File: src/rtl/stage_wr_pkg.sv
// Shared CPU constants and types for the write-back (WR) stage.
//   NUM_REGS / DATA_W / ADDR_W : register-file geometry
//   wr_latch_t                 : contents of the MEM/WR pipeline latch
//   WR_BUBBLE                  : latch value representing an empty slot
package stage_wr_pkg;

    localparam int NUM_REGS = 32;
    localparam int DATA_W   = 32;
    localparam int ADDR_W   = 5;

    typedef struct packed {
        logic [DATA_W-1:0] dout;
        logic [DATA_W-1:0] alu_out;
        logic [ADDR_W-1:0] rw;
        logic              overflow;
        logic              mem_to_reg;
        logic              reg_wr;
        logic              valid;
    } wr_latch_t;

    localparam wr_latch_t WR_BUBBLE = '0;

endpackage

File: src/rtl/stage_wr_regfile.sv
// RegFile: 32 x 32-bit register file with one write port and two
// combinational read ports that bypass the in-flight write.
// Ports:
//   Clk, Reset          clock, synchronous active-high reset (clears all regs)
//   we_i                write strobe (already qualified by the caller)
//   fwd_en_i            enables write-through bypass of waddr_i/wdata_i
//   waddr_i, wdata_i    write address / data
//   ra_i, rb_i          read addresses
//   rdata_a_o, rdata_b_o read data (register 0 always reads 0)
module RegFile
    import stage_wr_pkg::*;
(
    input  logic              Clk,
    input  logic              Reset,
    input  logic              we_i,
    input  logic              fwd_en_i,
    input  logic [ADDR_W-1:0] waddr_i,
    input  logic [DATA_W-1:0] wdata_i,
    input  logic [ADDR_W-1:0] ra_i,
    input  logic [ADDR_W-1:0] rb_i,
    output logic [DATA_W-1:0] rdata_a_o,
    output logic [DATA_W-1:0] rdata_b_o
);

    // Whole-array reset is needed, so this maps to flops rather than RAM.
    logic [DATA_W-1:0] regs_q [NUM_REGS];

    always_ff @(posedge Clk) begin
        if (Reset) begin
            for (int i = 0; i < NUM_REGS; i++) begin
                regs_q[i] <= '0;
            end
        end else if (we_i && (waddr_i != '0)) begin
            regs_q[waddr_i] <= wdata_i;
        end
    end

    logic [ADDR_W-1:0] raddr [2];
    logic [DATA_W-1:0] rdata [2];

    assign raddr[0] = ra_i;
    assign raddr[1] = rb_i;

    // Register 0 is hard-wired; otherwise the pending write wins over the
    // stored value so a consumer sees it in the same cycle.
    for (genvar gi = 0; gi < 2; gi++) begin : g_rd_port
        assign rdata[gi] = (raddr[gi] == '0) ? '0 :
                           (fwd_en_i && (raddr[gi] == waddr_i)) ? wdata_i :
                           regs_q[raddr[gi]];
    end

    assign rdata_a_o = rdata[0];
    assign rdata_b_o = rdata[1];

endmodule

File: src/rtl/stage_wr.sv
// STAGE_WR: write-back stage. Holds the MEM/WR latch, selects write-back
// data, writes the register file once per latched instruction, raises the
// overflow-exception pulse and counts retired instructions.
// Ports:
//   Clk, Reset                    clock, synchronous active-high reset
//   WRin_*                        MEM-stage results and latch controls
//   ID_Ra, ID_Rb / ID_busA, ID_busB  bypassed register reads for decode
//   WRout_busW, WRout_Rw          latched write-back data / destination
//   WRout_RegWr                   effective register write enable
//   WRout_OvfExc                  overflow-exception pulse
//   WRout_Retired                 retired-instruction counter (wraps)
// RETIRED_INIT sets the counter's reset value; leave at 0 in a real CPU.
module stage_wr
    import stage_wr_pkg::*;
#(
    parameter logic [DATA_W-1:0] RETIRED_INIT = '0
) (
    input  logic              Clk,
    input  logic              Reset,
    input  logic [DATA_W-1:0] WRin_Dout,
    input  logic [DATA_W-1:0] WRin_ALUout,
    input  logic [ADDR_W-1:0] WRin_Rw,
    input  logic              WRin_Overflow,
    input  logic              WRin_MemtoReg,
    input  logic              WRin_RegWr,
    input  logic              WRin_Stall,
    input  logic              WRin_Flush,
    input  logic [ADDR_W-1:0] ID_Ra,
    input  logic [ADDR_W-1:0] ID_Rb,
    output logic [DATA_W-1:0] ID_busA,
    output logic [DATA_W-1:0] ID_busB,
    output logic [DATA_W-1:0] WRout_busW,
    output logic [ADDR_W-1:0] WRout_Rw,
    output logic              WRout_RegWr,
    output logic              WRout_OvfExc,
    output logic [DATA_W-1:0] WRout_Retired
);

    wr_latch_t         latch_q, latch_d;
    logic              written_q, written_d;
    logic [DATA_W-1:0] retired_q, retired_d;

    // The latched instruction still owes its write / count this cycle.
    logic pending;
    assign pending = latch_q.valid & ~written_q;

    always_comb begin
        latch_d   = latch_q;
        written_d = written_q;
        retired_d = retired_q;

        if (pending) begin
            retired_d = retired_q + DATA_W'(1);
        end

        if (WRin_Flush) begin
            latch_d   = WR_BUBBLE;
            written_d = 1'b0;
        end else if (WRin_Stall) begin
            // Held instruction has now completed; block repeat write/count.
            if (pending) begin
                written_d = 1'b1;
            end
        end else begin
            latch_d = '{dout:       WRin_Dout,
                        alu_out:    WRin_ALUout,
                        rw:         WRin_Rw,
                        overflow:   WRin_Overflow,
                        mem_to_reg: WRin_MemtoReg,
                        reg_wr:     WRin_RegWr,
                        valid:      1'b1};
            written_d = 1'b0;
        end
    end

    always_ff @(posedge Clk) begin
        if (Reset) begin
            latch_q   <= WR_BUBBLE;
            written_q <= 1'b0;
            retired_q <= RETIRED_INIT;
        end else begin
            latch_q   <= latch_d;
            written_q <= written_d;
            retired_q <= retired_d;
        end
    end

    logic [DATA_W-1:0] bus_w;
    logic              reg_wr_eff;

    assign bus_w      = latch_q.mem_to_reg ? latch_q.dout : latch_q.alu_out;
    assign reg_wr_eff = latch_q.reg_wr & ~latch_q.overflow &
                        (latch_q.rw != '0) & latch_q.valid;

    RegFile u_regfile (
        .Clk       (Clk),
        .Reset     (Reset),
        .we_i      (reg_wr_eff & ~written_q),
        .fwd_en_i  (reg_wr_eff),
        .waddr_i   (latch_q.rw),
        .wdata_i   (bus_w),
        .ra_i      (ID_Ra),
        .rb_i      (ID_Rb),
        .rdata_a_o (ID_busA),
        .rdata_b_o (ID_busB)
    );

    assign WRout_busW    = bus_w;
    assign WRout_Rw      = latch_q.rw;
    assign WRout_RegWr   = reg_wr_eff;
    assign WRout_OvfExc  = pending & latch_q.reg_wr & latch_q.overflow;
    assign WRout_Retired = retired_q;

endmodule

File: config.mk
export PLATFORM = sky130hd
export DESIGN_NAME = stage_wr
export DESIGN_NICKNAME = d
export VERILOG_FILES = /design/src/rtl/stage_wr_pkg.sv /design/src/rtl/stage_wr_regfile.sv /design/src/rtl/stage_wr.sv
export SDC_FILE = /design/constraint.sdc
export NUM_CORES = 2
export LEC_CHECK = 0
export BUFFER_PORTS_ARGS = -buffer_cell sky130_fd_sc_hd__buf_4
export CORE_MARGIN = 4
export CORE_UTILIZATION = 55
export CTS_CLUSTER_SIZE = 40
export DETAILED_ROUTE_END_ITERATION = 10
export PLACE_DENSITY_LB_ADDON = 0.08
export SETUP_SLACK_MARGIN = 0.4
export SLEW_MARGIN = 15
export SYNTH_ARGS = -nofsm -noshare
export SYNTH_HDL_FRONTEND = slang
export SYNTH_SLANG_ARGS = --single-unit
File: constraint.sdc
create_clock -name Clk -period 6.95 [get_ports Clk]
set_clock_uncertainty 0.15 [all_clocks]
set_input_delay 1.0425 -clock Clk [delete_from_list [all_inputs] [get_ports Clk]]
set_output_delay 1.0425 -clock Clk [all_outputs]
set_load 0.03 [all_outputs]
==> flow_summary.yaml <==
setup_path:
  criticalPathCategory: "in2out"
  crit_fanout: 66
  ff2ff_path_depth: 7
  r2r_setup_slack_ns: 3.34
  cp-end-kind: "output port"
  r2r-start: "latch_q[0]"
  critPathLaunchType: "primary input"
  crit_arrival_ns: 4.44
  worstPathRequired_ns: 5.76
  timing.rr.end: "u_regfile.regs_q[27][8]"
floorplan:
  rows: 117
  die_h_microns: 329.7
  core_area_sq_um: 102200
  num_io_pins: 221
  start_util: 0.5570
  die_w_microns: 329.7
  design.die.area_sq_um: 108700
sta:
  fin_crit_sh: 0.8102
  tightest_slew_ns: 1.188
  hold_viol_final: 0
  hold_ws_ns: 0.3542
  relSlewSlack: 0.2034
  max_freq_mhz: 177.6
  fin_tns_setup_ns: 0
  setup_viol: 0
  rsz0062_at_grt: "no"
  post-route-min-period_ns: 5.631
  report.final.slew_viol_count: 0
  fin_ws_ns: 1.319
route:
  drc_errors: 0
  drt-total-wl_microns: 192600
  drt_first_pass_iters: 6
  wire_per_inst_microns: 33.49
  vias_per_cell: 6.924
  drtIter0Drc: 6201
  vias: 39813
  ant_nets: 0
min_path:
  worstHoldStart: "WRout_Retired[12]"
  holdPathEnd: "WRout_Retired[12]"
  hold_path_depth: 2
  hold_path.class: "reg2reg"
place:
  gp_congestion: 0.8816
  placed_area_sq_um: 60300
  dp_slack_ns: 1.560
  dpl.hpwl_microns: 113500
  port_buffers: 220
yosys:
  synth-edff-count: 1024
  synthArstFlopShare: 0
  yosysSeqAreaShare: 0.5776
  avgSynthCellArea_sq_um: 13.60
  synth.area.top_cells: "edfxtp_1 (54%), mux4_2 (18%), nor2_1 (7.7%), dfxtp_1 (3.7%), mux2i_1 (2.2%)"
  netlist.area_leader.share: 0.5403
  synthFlopType: "edfxtp_1"
  syn_area_sq_um: 56910
  postSynthCellCount: 4183
  synthTopCellsByCount: "nor2_1 (1170), edfxtp_1 (1024), mux4_2 (452)"
  yosysTopAreaCell: "edfxtp_1"
  ys_types: 55
  synth_most_common_cell: "nor2_1"
  ys_ff_latch: 1130
  ys_warn_count: 0
global_routing:
  antenna_found_initial: 2
  grtUsageTotal: 0.3562
  grt-ovfl-total: 0
  grt_pass1_wl_microns: 277400
  grt_pass1_vias: 40105
  grt_start_max_net_pins: 83
job:
  maxCapViolations: 0
clocking:
  cts_setup_buffers: 0
  cts.reportedPaths.clkPinSlew_ns: 0.06
  clock_path_buffers: 3
  cts-root-buf: "clkbuf_16"
  h-tree-depth: 3
  cts_tree: "yes"
  postCtsHoldBufs: 0
  cts_resized: 0
  clock-sinks: 1130
  cts_buffers: 121
  insertion_delay_ns: 0.73
power:
  powerDensity_nw_per_um2: 250.6
  vdd_drop_max_v: 0.0002272
  total_power_w: 0.01611
  p_leak_nw: 21.85
layout:
  areaGrowthSynthToFinish_pct: 12.97
  fin_area_sq_um: 64290
  drive_above_1_share: 0.2818
  num-nets-final: 4361
  diodes: 0
run_status:
  outcome: "finished clean"
## cells by family (layout without fill, tap and decap cells)
group / Yosys count / in the layout / share of synthesized area
AOI/OAI and AO/OA: 393 / 393 / 0.05164
xor gates and xnor gates: 36 / 36 / 0.005541
adders and majority gates: 1 / 1 / 0.0002198
buffers and inverters: 486 / 654 / 0.03850
DFF: 1130 / 1130 / 0.5776
muxes: 681 / 681 / 0.2214
other: 1 / 32 / 0.00006589
and+or+nand+nor: 1455 / 1455 / 0.1050
## placed cells by master (no fill, tap or decap), types with 21 or more instances in the layout
| cell type | synthesis | final |
|---|---|---|
| nor2_1 | 1170 | 1167 |
| edfxtp_1 | 1024 | 1024 |
| mux4_2 | 452 | 452 |
| buf_4 | 39 | 366 |
| a22oi_1 | 125 | 125 |
| clkbuf_16 | 0 | 124 |
| nor3_1 | 123 | 123 |
| dfxtp_1 | 106 | 105 |
| mux2_2 | 102 | 102 |
| mux2i_1 | 127 | 95 |
| o22ai_1 | 68 | 68 |
| a21oi_1 | 58 | 58 |
| nand2_1 | 53 | 52 |
| o221ai_1 | 50 | 50 |
| a211oi_1 | 46 | 46 |
| inv_1 | 43 | 43 |
| mux2i_4 | 0 | 32 |
| clkbuf_1 | 256 | 32 |
| conb_1 | 1 | 32 |
| nand2b_2 | 0 | 31 |
| a211oi_2 | 28 | 28 |
| xnor2_1 | 27 | 27 |
| clkinv_2 | 0 | 27 |
| clkinv_1 | 0 | 21 |
## metrics by stage
stage,std cells,util
after floorplan,4214,-
after global placement,5519,0.5901
after detailed placement,5519,0.5901
after CTS,5750,0.6291
after global routing,5750,0.6292
final,5750,0.6292
## cell type report
type                            count  area, sq um
Clock buffer                      160         3278
Fill cell                        7891        37890
Tap cell                         1368         1712
Sequential cell                  1130        32880
Inverter                           43        161.4
Clock inverter                     71        710.7
Timing Repair Buffer              380         3008
Multi-Input combinational cell   2598        22550
## per-layer routing
| layer | vias to the layer above | GRT usage | routed length, microns |
|---|---|---|---|
| met5 | - | 0 | 0 |
| met4 | 0 | 0.1812 | 11760 |
| met3 | 622 | 0.09458 | 25310 |
| met2 | 3065 | 0.5463 | 88410 |
| met1 | 20100 | 0.4744 | 67100 |
| li1 | 16026 | - | - |
## state kept, by name, indices dropped and copies added, names as in the netlist
| register | count |
|---|---|
| WRout_Retired | 32 |
| WRout_Rw | 5 |
| latch_q | 68 |
| u_regfile.regs_q | 1024 |
| written_q | 1 |
## report_power, final
group          leakage [nW]  switching [W]  internal (W)
Clock                  1.96        0.00274       0.00379
Sequential             11.4       0.000129       0.00762
Combinational          8.47        0.00113      0.000697
## worst max-delay path by stage
| stage | cells past startpoint | slack [ns] | end | startpoint |
|---|---|---|---|---|
| floorplan | 9 | 2.76 | ID_busB[3] | ID_Rb[0] |
| global placement | 9 | 1.57 | ID_busB[15] | ID_Rb[1] |
| detailed placement | 8 | 1.56 | ID_busA[31] | ID_Ra[1] |
| CTS | 7 | 1.44 | ID_busA[31] | WRout_Rw[3] |
| global route | 7 | 1.24 | ID_busA[31] | WRout_Rw[4] |
| finish | 8 | 1.32 | ID_busB[14] | ID_Rb[1] |
## critical path, stage by stage
cell and delay [ns]:
buf_8 0.44, buf_4 0.63, mux4_2 0.33, o22ai_1 0.08, nor3_1 0.41, a211oi_1 0.09
a211oi_1 0.96, buf_4 0.32
Note: power is estimated with default switching activity, not from simulation.
